===== config.mk =====
export PLATFORM = sky130hd
export DESIGN_NAME = uart_tx
export DESIGN_NICKNAME = d
export VERILOG_FILES = /design/src/rtl/uart_tx.sv
export SDC_FILE = /design/constraint.sdc
export NUM_CORES = 1
export LEC_CHECK = 0
export ABC_AREA = 1
export CAP_MARGIN = 10
export CORE_ASPECT_RATIO = 0.6
export CORE_MARGIN = 10
export CORE_UTILIZATION = 59
export DETAILED_ROUTE_END_ITERATION = 16
export PLACE_DENSITY_LB_ADDON = 0.1
export REMOVE_ABC_BUFFERS = 1
export SYNTH_ARGS = -nofsm -noshare
export SYNTH_HDL_FRONTEND = slang
export SYNTH_SLANG_ARGS = --single-unit

===== constraint.sdc =====
create_clock -name clk -period 2.8 [get_ports clk]
set_input_delay 0.42 -clock clk [delete_from_list [all_inputs] [get_ports clk]]
set_output_delay 0.42 -clock clk [all_outputs]
set_load 0.01 [all_outputs]

===== src/rtl/uart_tx.sv =====
// uart_tx: 8N1 serial UART transmitter.
//
// Sits downstream of the MMIO UART register block. It accepts a one-cycle
// tx_start pulse together with tx_data, and then shifts out one frame:
// a start bit (0), eight data bits LSB first, and a stop bit (1). Each bit
// is held for CLKS_PER_BIT clock cycles. While a frame is on the line,
// busy is high and further tx_start pulses are ignored.
//
// Ports:
//   clk       in   1  system clock, all logic on the rising edge
//   reset     in   1  synchronous, active-high reset
//   tx_start  in   1  one-cycle send request, honoured only in IDLE
//   tx_data   in   8  byte to send, sampled only on the accepting edge
//   tx        out  1  serial line, idle-high (registered)
//   busy      out  1  high for the 10*CLKS_PER_BIT cycles of a frame (registered)

module uart_tx #(
  parameter int unsigned CLK_FREQ  = 50000000,
  parameter int unsigned BAUD_RATE = 115200
) (
  input  logic       clk,
  input  logic       reset,
  input  logic       tx_start,
  input  logic [7:0] tx_data,
  output logic       tx,
  output logic       busy
);

  // Truncating division; the integrator must keep this >= 2.
  localparam int unsigned CLKS_PER_BIT = CLK_FREQ / BAUD_RATE;
  localparam int unsigned CNT_W        = (CLKS_PER_BIT > 1) ? $clog2(CLKS_PER_BIT) : 1;
  localparam int unsigned DATA_W       = 8;
  localparam int unsigned IDX_W        = 3;

  localparam logic [CNT_W-1:0] CNT_LAST = CNT_W'(CLKS_PER_BIT - 1);
  localparam logic [IDX_W-1:0] IDX_LAST = IDX_W'(DATA_W - 1);

  typedef enum logic [1:0] {
    S_IDLE  = 2'd0,
    S_START = 2'd1,
    S_DATA  = 2'd2,
    S_STOP  = 2'd3
  } state_t;

  state_t              state_q, state_d;
  logic [CNT_W-1:0]    cnt_q,   cnt_d;
  logic [IDX_W-1:0]    idx_q,   idx_d;
  logic [DATA_W-1:0]   shift_q, shift_d;
  logic                tx_q,    tx_d;
  logic                busy_q,  busy_d;
  logic                baud_last;

  // End of the current bit period.
  assign baud_last = (cnt_q == CNT_LAST);

  // State and datapath registers.
  always_ff @(posedge clk) begin
    if (reset) begin
      state_q <= S_IDLE;
      cnt_q   <= '0;
      idx_q   <= '0;
      shift_q <= '0;
      tx_q    <= 1'b1;
      busy_q  <= 1'b0;
    end else begin
      state_q <= state_d;
      cnt_q   <= cnt_d;
      idx_q   <= idx_d;
      shift_q <= shift_d;
      tx_q    <= tx_d;
      busy_q  <= busy_d;
    end
  end

  // Next-state and next-output logic. tx/busy are computed one cycle early
  // so the registered outputs line up with the state they belong to.
  always_comb begin
    state_d = state_q;
    cnt_d   = cnt_q;
    idx_d   = idx_q;
    shift_d = shift_q;
    tx_d    = tx_q;
    busy_d  = busy_q;

    case (state_q)
      S_IDLE: begin
        tx_d   = 1'b1;
        busy_d = 1'b0;
        cnt_d  = '0;
        idx_d  = '0;
        if (tx_start) begin
          shift_d = tx_data;
          state_d = S_START;
          tx_d    = 1'b0;
          busy_d  = 1'b1;
        end
      end

      S_START: begin
        if (baud_last) begin
          cnt_d   = '0;
          state_d = S_DATA;
          tx_d    = shift_q[0];
        end else begin
          cnt_d = cnt_q + CNT_W'(1);
        end
      end

      S_DATA: begin
        if (baud_last) begin
          cnt_d   = '0;
          shift_d = {1'b0, shift_q[DATA_W-1:1]};
          if (idx_q == IDX_LAST) begin
            state_d = S_STOP;
            idx_d   = '0;
            tx_d    = 1'b1;
          end else begin
            idx_d = idx_q + IDX_W'(1);
            // Next bit is what lands in shift_q[0] after this shift.
            tx_d  = shift_q[1];
          end
        end else begin
          cnt_d = cnt_q + CNT_W'(1);
        end
      end

      S_STOP: begin
        if (baud_last) begin
          cnt_d   = '0;
          state_d = S_IDLE;
          tx_d    = 1'b1;
          busy_d  = 1'b0;
        end else begin
          cnt_d = cnt_q + CNT_W'(1);
        end
      end

      default: begin
        state_d = S_IDLE;
        cnt_d   = '0;
        idx_d   = '0;
        tx_d    = 1'b1;
        busy_d  = 1'b0;
      end
    endcase
  end

  assign tx   = tx_q;
  assign busy = busy_q;

endmodule


---- Word level (Yosys, flattened, before mapping) ----
Index checks and enable logic that the tools add are counted.
storage, ports and cells
  logic and storage cells ................. 50
  input bits .............................. 11
  output and inout port bits .............. 2
  latch bits .............................. 0
  bits in writable memories ............... 0
  ROM bits ................................ 0
  bits in registers ....................... 24
  memories ................................ 0
operators by class
  add/subtract/negate cells ............... 2
  mux-type cells .......................... 23
  order comparisons ....................... 0
  shift operators ......................... 0
  divide/modulo/power cells ............... 0
  bitwise logic cells ..................... 0
  reductions and logical operators ........ 9
  $mul .................................... 0
  eq/ne operators ......................... 10
operators by type and width
  cell                   number
  $pmux W9 S2            1
  $mux W8                2
  $pmux W8 S2            1
  $mux W2                5
  $ne A2 B2 Y1 const B   5
  $add A9 B1 Y9 const B  1
  $eq A9 B9 Y1 const B   1
  $mux W9                1
  $pmux W2 S4            1
  $mux W1                7
  $mux W3                2
  $pmux W3 S2            1
  $reduce_and A3 Y1      2
  $reduce_and A5 Y1      1
  $eq A2 B2 Y1 const B   2
  $pmux W1 S4            1
  $reduce_and A2 Y1      2
  $reduce_bool A2 Y1     2
  $add A3 B1 Y3 const B  1
  $eq A3 B3 Y1 const B   1
  $reduce_or A3 Y1       1
  $eq A2 B1 Y1 const B   1
  $logic_not A2 Y1       1
  $pmux W1 S2            1

---- Longest topological paths before layout ----
Gate-level depths: netlist (run 1).
  depth after elaboration ................. 4
  gate-level depth with buffers ........... 10
  mapped depth without buffers ............ 9

---- Worst setup path before layout (run 1) ----
OpenSTA, ideal clock, no wires.
  path kind ............................... reg-to-reg
  start point ............................. register state_q[0]
  end point ............................... register shift_q[7]
  required time ........................... 2687 ps
  clock period less this slack ............ 1305 ps
  slack ................................... 1495 ps
  arrival ................................. 1192 ps
  stages on the path, launching flop included .. 10
  library setup time ...................... 113 ps
  path buffers ............................ 1
  cells stage by stage .................... dfxtp_1 inv_1 ha_1 inv_1 nand2_1 nand2_4 buf_12 nand3_2 nand2_1 nor2_2
on the way
  longest elaborated chain between the ends .. 3
  elaborated cells between the ends (all ways) .. 7
  those cells by class .................... 3 x eq/ne; 1 x mux; 3 x reduce/logical
RTL lines
  item                                                                        line  source
  start, declared                                                             45    state_t state_q, state_d;
  start signal, assigned                                                      66    state_q <= state_d;
  $eq A2 B2 Y1 / $logic_not A2 Y1 (equally long branches)                     85    case (state_q)
  $ne A2 B2 Y1 (no source line) / $reduce_bool A2 Y1 (equally long branches)  -
  $reduce_and A3 Y1 (no source line)                                          -
  end signal, assigned                                                        69    shift_q <= shift_d;
  end, declared                                                               48    logic [DATA_W-1:0] shift_q, shift_d;
Several ways; a longest one is shown, not always the timed one.
A chain may end at the register's enable or synchronous reset.

---- Worst setup path in the final report (run 1) ----
  start point ............................. register state_q[0]
  end point ............................... register state_q[1]
on the way
  longest elaborated chain between the ends .. 3
  elaborated cells between the ends (all ways) .. 11
  those cells by class .................... 8 x eq/ne; 1 x mux; 2 x reduce/logical
RTL lines
  item                                  line
  $eq A2 B2 Y1 (tied with other cells)  85
  $ne A2 B2 Y1 (no source line)         -
  $reduce_and A5 Y1 (no source line)    -
Several ways; a longest one is shown, not always the timed one.

==> results of run 1 <==
[cell families after synthesis]
group	Yosys count	share of synthesized area, %
fa+ha+maj	8	7.74
flops	24	37.1
mux	7	5.42
xor+xnor	4	2.71
simple gates	86	30.4
buf+inv	17	6.87
compound gates	18	9.77
[power by group]
group,total [uW],switching [uW],internal (uW)
logic,638,381,257
clock network,234,109,126
registers,514,73.1,440
total,1390,563,823
[worst paths after layout]
kind,endpoint,from,slack (ns),cells after the start
setup / recovery,state_q[1],state_q[0],0.96,9
hold / removal,idx_q[1],idx_q[1],0.47,2
setup reg to reg,state_q[1],state_q[0],0.96,9
hold reg to reg,idx_q[1],idx_q[1],0.47,2
[metal layers]
| metal | track usage (%) | share of wire [%] | routed length [um] |
|---|---|---|---|
| met1 | 16.3 | 52 | 1300 |
| met2 | 15.6 | 42 | 1040 |
| met3 | 4.44 | 4.8 | 121 |
| met4 | 5.25 | 1.5 | 37 |
| met5 | 0 | 0 | 0 |
[metrics by stage]
step	setup slack (ns)	util, %
3_5_place_dp	0.993	66.2
3_3_place_gp	1.05	66.2
4_1_cts	0.959	68.8
2_1_floorplan	1.21	-
6_report	0.956	68.8
5_1_grt	0.720	68.8
[state kept, by name, summed over array words and instances (netlist names)]
register,flops
busy,1
cnt_q,9
idx_q,3
shift_q,8
state_q,2
tx,1
[cell usage in the layout, fill, tap and decap left out, drive strengths merged]
cell	instances
a21oi	15
clkbuf	4
clkdlybuf4s50	12
dfxtp	24
ha	8
inv	13
mux2i	7
nand2	40
nand3	16
nand3b	1
nand4	1
nor2	25
nor3b	1
o211ai	1
o21ai	2
or2	2
xor2	4
[cell usage after synthesis (all sizes together), types with 2 or more instances]
cell   number
or2         2
o21ai       2
a21oi      15
nand2      40
nand3      16
mux2i       7
xor2        4
ha          8
dfxtp      24
buf         3
nor2       25
inv        13
[layout make-up]
class | instances | area (um2) | share of cell area, %
timing repair buffer | 12 | 120 | 8.19
clock buffer | 4 | 55.1 | 3.75
sequential | 24 | 480 | 32.8
inverter | 13 | 48.8 | 3.33
tap | 30 | 37.5 | 2.56
multi-input combinational | 123 | 724 | 49.4
[tightest hold or removal path, cell delays in order (launching register included)]
cell     delay (ns)
dfxtp_1        0.32
nand2_1        0.06
a21oi_1        0.05
==> results by group, run 1 <==
Timing
  • Final setup violation count: 0
  • Slew Viols, Final: 0
  • Max Freq: between 500 and 600 MHz
  • Fin Clk Skew: 0.00735 ns
  • RSZ-0062 raised after global routing: false
  • Setup_tns: 0 ns
  • Min Hold Slack: 0.471 ns
  • Min cycle time layout: roughly 1.8 ns
  • Slew @ Worst Pin: about 0.59 ns
  • Hold Vio Cnt, Final: 0
  • Slew margin rel.: 60.4%
  • Period utilization: approximately two thirds

Critical path
  • CP Data Required Time: approximately 3 ns
  • Crit. End Element: flop
  • CP Cell Sequence: inv_1, ha_1, inv_1, or2_1, nand2_1, inv_1, nand2_1, nand2_1, a21oi_1
  • Critical path buffers and inverters: 3
  • Setup CP Type: reg -> reg
  • Worst EP arrival: 2.05 ns
  • Crit path max-delay family: adder cells
  • CP max stage delay: 0.54 ns
  • CP Launch Type: flop
  • Slowest-stage cell, CP: ha_1
  • CP Max Fanout: 12

Placement
  • Placer Congestion: ~0.90
  • DP Wirelength: 1880 um
  • Dpl cells: 202
  • IO Port Bufs: 12
  • Placed Area: ~0.0014 mm2

Clock network
  • Htree depth: 1
  • Hold_buf cts: 0
  • Root buf cell: clkbuf_8
  • Clk_lat worst skew: 0.27 ns
  • Postcts setup bufs: 0
  • TritonCTS clock tree: yes
  • Number of gates resized after cts: 0
  • Max clock buf depth: 2
  • Worst-path clk slew: 0.08 ns
  • CTS Buf Count: 3
  • Clk sinks: 24

Drt
  • Drt via density: 4.97
  • Vias: 1024
  • DRC viols: 0
  • Final ANT Viol Nets: 0
  • Routed WL: ~2500 um
  • DRT iter0 DRCs: between 70 and 80
  • Wire per inst: approximately 12 um
  • 1st-pass router iterations: 4

Yosys
  • Number of synthesized flops with an enable pin: 0
  • Synth Flop Type: dfxtp_1
  • Synth area leaders: dfxtp_1, nand2_1, ha_1, nor2_1, a21oi_2
  • Synth Area per Inst: between 7 and 8 um2
  • #FFs+latches synth: 24
  • Asr flop ratio synth: 0%
  • Seq/Total Area, Yosys: between 30% and 40%
  • Synth cell types: 28
  • Post-synthesis cell count: between 150 and 200
  • Mapped Area: 0.00129 mm2
  • Synth Warn #: 0
  • Area leader, netlist: dfxtp_1
  • Top cell type's share of synthesized area: about 37%

Global routing
  • Largest net degree at the start of global routing: 20
  • Global-route wire length before repair: ~4300 um
  • Initial antenna violation count: 0
  • Number of global-route vias before repair: 949
  • Tot GR Track Use: roughly an eighth
  • Total gr overflow: 0

Floorplan
  • Die W: 80.5 um
  • Initial Util: about three fifths
  • Die Height: roughly 56 um
  • Top Ports: 13
  • Die Area: 0.00453 mm2
  • Row count: 13
  • Core area: roughly 0.0021 mm2

Cells and area
  • Post-route cell area: between 0.001 and 0.0015 mm2
  • Layout area overhead: 13.3%
  • Post-Layout Cell Count: 206
  • Share of cells above drive strength 1: a little over an eighth
  • # nets final: between 150 and 200
  • Number of diodes: 0
  • Fill count: approximately 170

Flow run
  • Max_cap viols: 0

Run status
  • Status: finished clean

Worst hold path
  • Hold Path Class: reg -> reg

Power and ir drop
  • LEAKAGE: 0.000614 uW
  • Maximum vdd ir drop: 0.542 mV
  • Power Total: roughly 1400 uW
  • P per Cell Area: 945 mW/mm2
Note: power is estimated with default switching activity, not from simulation.
==> run 2: changes to the inputs <==
--- a/config.mk
+++ b/config.mk
@@ -9,7 +9,7 @@
 export CAP_MARGIN = 10
 export CORE_ASPECT_RATIO = 0.6
 export CORE_MARGIN = 10
-export CORE_UTILIZATION = 59
+export CORE_UTILIZATION = 55
 export DETAILED_ROUTE_END_ITERATION = 16
 export PLACE_DENSITY_LB_ADDON = 0.1
 export REMOVE_ABC_BUFFERS = 1
==> constraint.sdc (replaced) <==
create_clock -name clk -period 1.9 [get_ports clk]
set_input_delay 0.285 -clock clk [delete_from_list [all_inputs] [get_ports clk]]
set_output_delay 0.285 -clock clk [all_outputs]
set_load 0.01 [all_outputs]
==> run 2 against run 1 <==
- clock skew is 0.0059 ns lower
- die area is 5.1% higher
- cell count is 0.49% higher
- critical path type unchanged
- largest power group unchanged
==> results by group, run 2 (synthesis results as in run 1) <==
Timing
  • RSZ-0062 raised after global routing: false
  • Hold Vio Cnt, Final: 0
  • Period utilization: 85.4%
  • Max Freq: 616 MHz
  • Final setup violation count: 0
  • Slew @ Worst Pin: 0.458 ns
  • Fin Clk Skew: 0.00142 ns
  • Setup_tns: 0 ns
  • Min Hold Slack: between 0.4 and 0.5 ns
  • Min cycle time layout: between 1.5 and 2 ns
  • Slew margin rel.: between 60% and 70%
  • Slew Viols, Final: 0

Drt
  • Final ANT Viol Nets: 0
  • Routed WL: ~2700 um
  • Wire per inst: between 10 and 15 um
  • Drt via density: about 5.1
  • Vias: 1061
  • DRT iter0 DRCs: 59
  • DRC viols: 0
  • 1st-pass router iterations: 6

Clock network
  • CTS Buf Count: 3
  • Clk_lat worst skew: between 0.2 and 0.3 ns
  • Clk sinks: 24
  • TritonCTS clock tree: yes
  • Max clock buf depth: 2
  • Number of gates resized after cts: 0
  • Hold_buf cts: 0
  • Root buf cell: clkbuf_8
  • Postcts setup bufs: 0
  • Htree depth: 1
  • Worst-path clk slew: around 0.08 ns

Global routing
  • Tot GR Track Use: a little under an eighth
  • Initial antenna violation count: 0
  • Number of global-route vias before repair: between 1000 and 1500
  • Global-route wire length before repair: approximately 4600 um
  • Largest net degree at the start of global routing: 20
  • Total gr overflow: 0

Critical path
  • Crit path max-delay family: simple AND/OR/NAND/NOR gates
  • Crit. End Element: flop
  • Critical path buffers and inverters: 2
  • CP Launch Type: flop
  • Worst EP arrival: between 1.5 and 2 ns
  • CP Data Required Time: between 2 and 2.5 ns
  • Setup CP Type: reg -> reg
  • CP Cell Sequence: inv_1, ha_1, nand2_2, nand2_1, inv_1, nand2_1, nand2_1, a21oi_1
  • Most used cell, CP: nand2_1
  • Slowest-stage cell, CP: dfxtp_1
  • CP max stage delay: 0.40 ns
  • CP Max Fanout: 19

Floorplan
  • Die Height: 57.6 um
  • Die W: between 80 and 90 um
  • Die Area: around 0.0048 mm2
  • Top Ports: 13
  • Row count: 13
  • Core area: approximately 0.0022 mm2
  • Initial Util: 58.9%

Cells and area
  • Number of diodes: 0
  • # nets final: around 200
  • Layout area overhead: 13.4%
  • Top reg by flops: cnt_q
  • Largest regs: cnt_q x9, shift_q x8, idx_q x3
  • Commonest non-fill, non-tap cell in the layout: nand2_1
  • Post-Layout Cell Count: between 200 and 250
  • Most frequent cells in the layout: nand2_1, dfxtp_1, nor2_1
  • Share of cells above drive strength 1: ~14%
  • Max FFs per register: 9

Worst hold path
  • Hold Path Class: reg -> reg

Placement
  • IO Port Bufs: 12
  • DP Wirelength: roughly 2100 um
  • Dpl cells: roughly 200
  • Placer Congestion: between 0.8 and 0.9

Flow run
  • Max_cap viols: 0

Power and ir drop
  • LEAKAGE: ~0.00062 uW
  • Power Total: just over 2000 uW
  • P per Cell Area: around 1400 mW/mm2
  • Maximum vdd ir drop: about 0.78 mV

Run status
  • Status: finished clean
run 2: cell types whose count changed in the layout (fill, tap and decap cells not counted), sizes merged:
cell	change
buf	+2
clkbuf	-1
run 2: path summary, 6_finish.rpt:
check | to | cells past startpoint | slack (ns) | from
worst min register to register | idx_q[1] | 2 | 0.47 | idx_q[1]
worst max-delay path | state_q[1] | 8 | 0.28 | state_q[1]
worst max register to register | state_q[1] | 8 | 0.28 | state_q[1]
worst min-delay path | idx_q[1] | 2 | 0.47 | idx_q[1]
run 2: area by class of cell:
type / instances / area [um2]
Timing Repair Buffer: 14 / 135
Multi-Input combinational cell: 123 / 724
Sequential cell: 24 / 480
Fill cell: 188 / 728
Clock buffer: 3 / 41.3
Tap cell: 30 / 37.5
Inverter: 13 / 48.8
run 2: worst min-delay path, stage by stage (launching register included):
cell	delay [ns]
dfxtp_1	0.32
nand2_1	0.06
a21oi_1	0.05
run 2: report_power, final:
group / internal (uW) / total (uW) / switching [uW]
Combinational: 394 / 979 / 586
Clock: 142 / 294 / 152
Sequential: 649 / 762 / 113
Total: 1180 / 2040 / 851
run 2: metrics by stage:
stage               worst slack, ns  utilization (%)  cell area, um2
finish                        0.277             66.8            1470
global route                  0.142             66.8            1470
CTS                           0.274             66.8            1470
detailed placement            0.237             65.0            1430
global placement              0.302             65.0            1430
floorplan                     0.309                -            1250
run 2: metal layers:
metal | GRT usage, % | part of all wire, % | vias to the layer above
met5 | 0 | 0 | -
li1 | - | - | 558
met4 | 2.14 | 0.30 | 0
met1 | 15.0 | 49 | 478
met3 | 4.06 | 5.2 | 2
met2 | 19.3 | 46 | 23
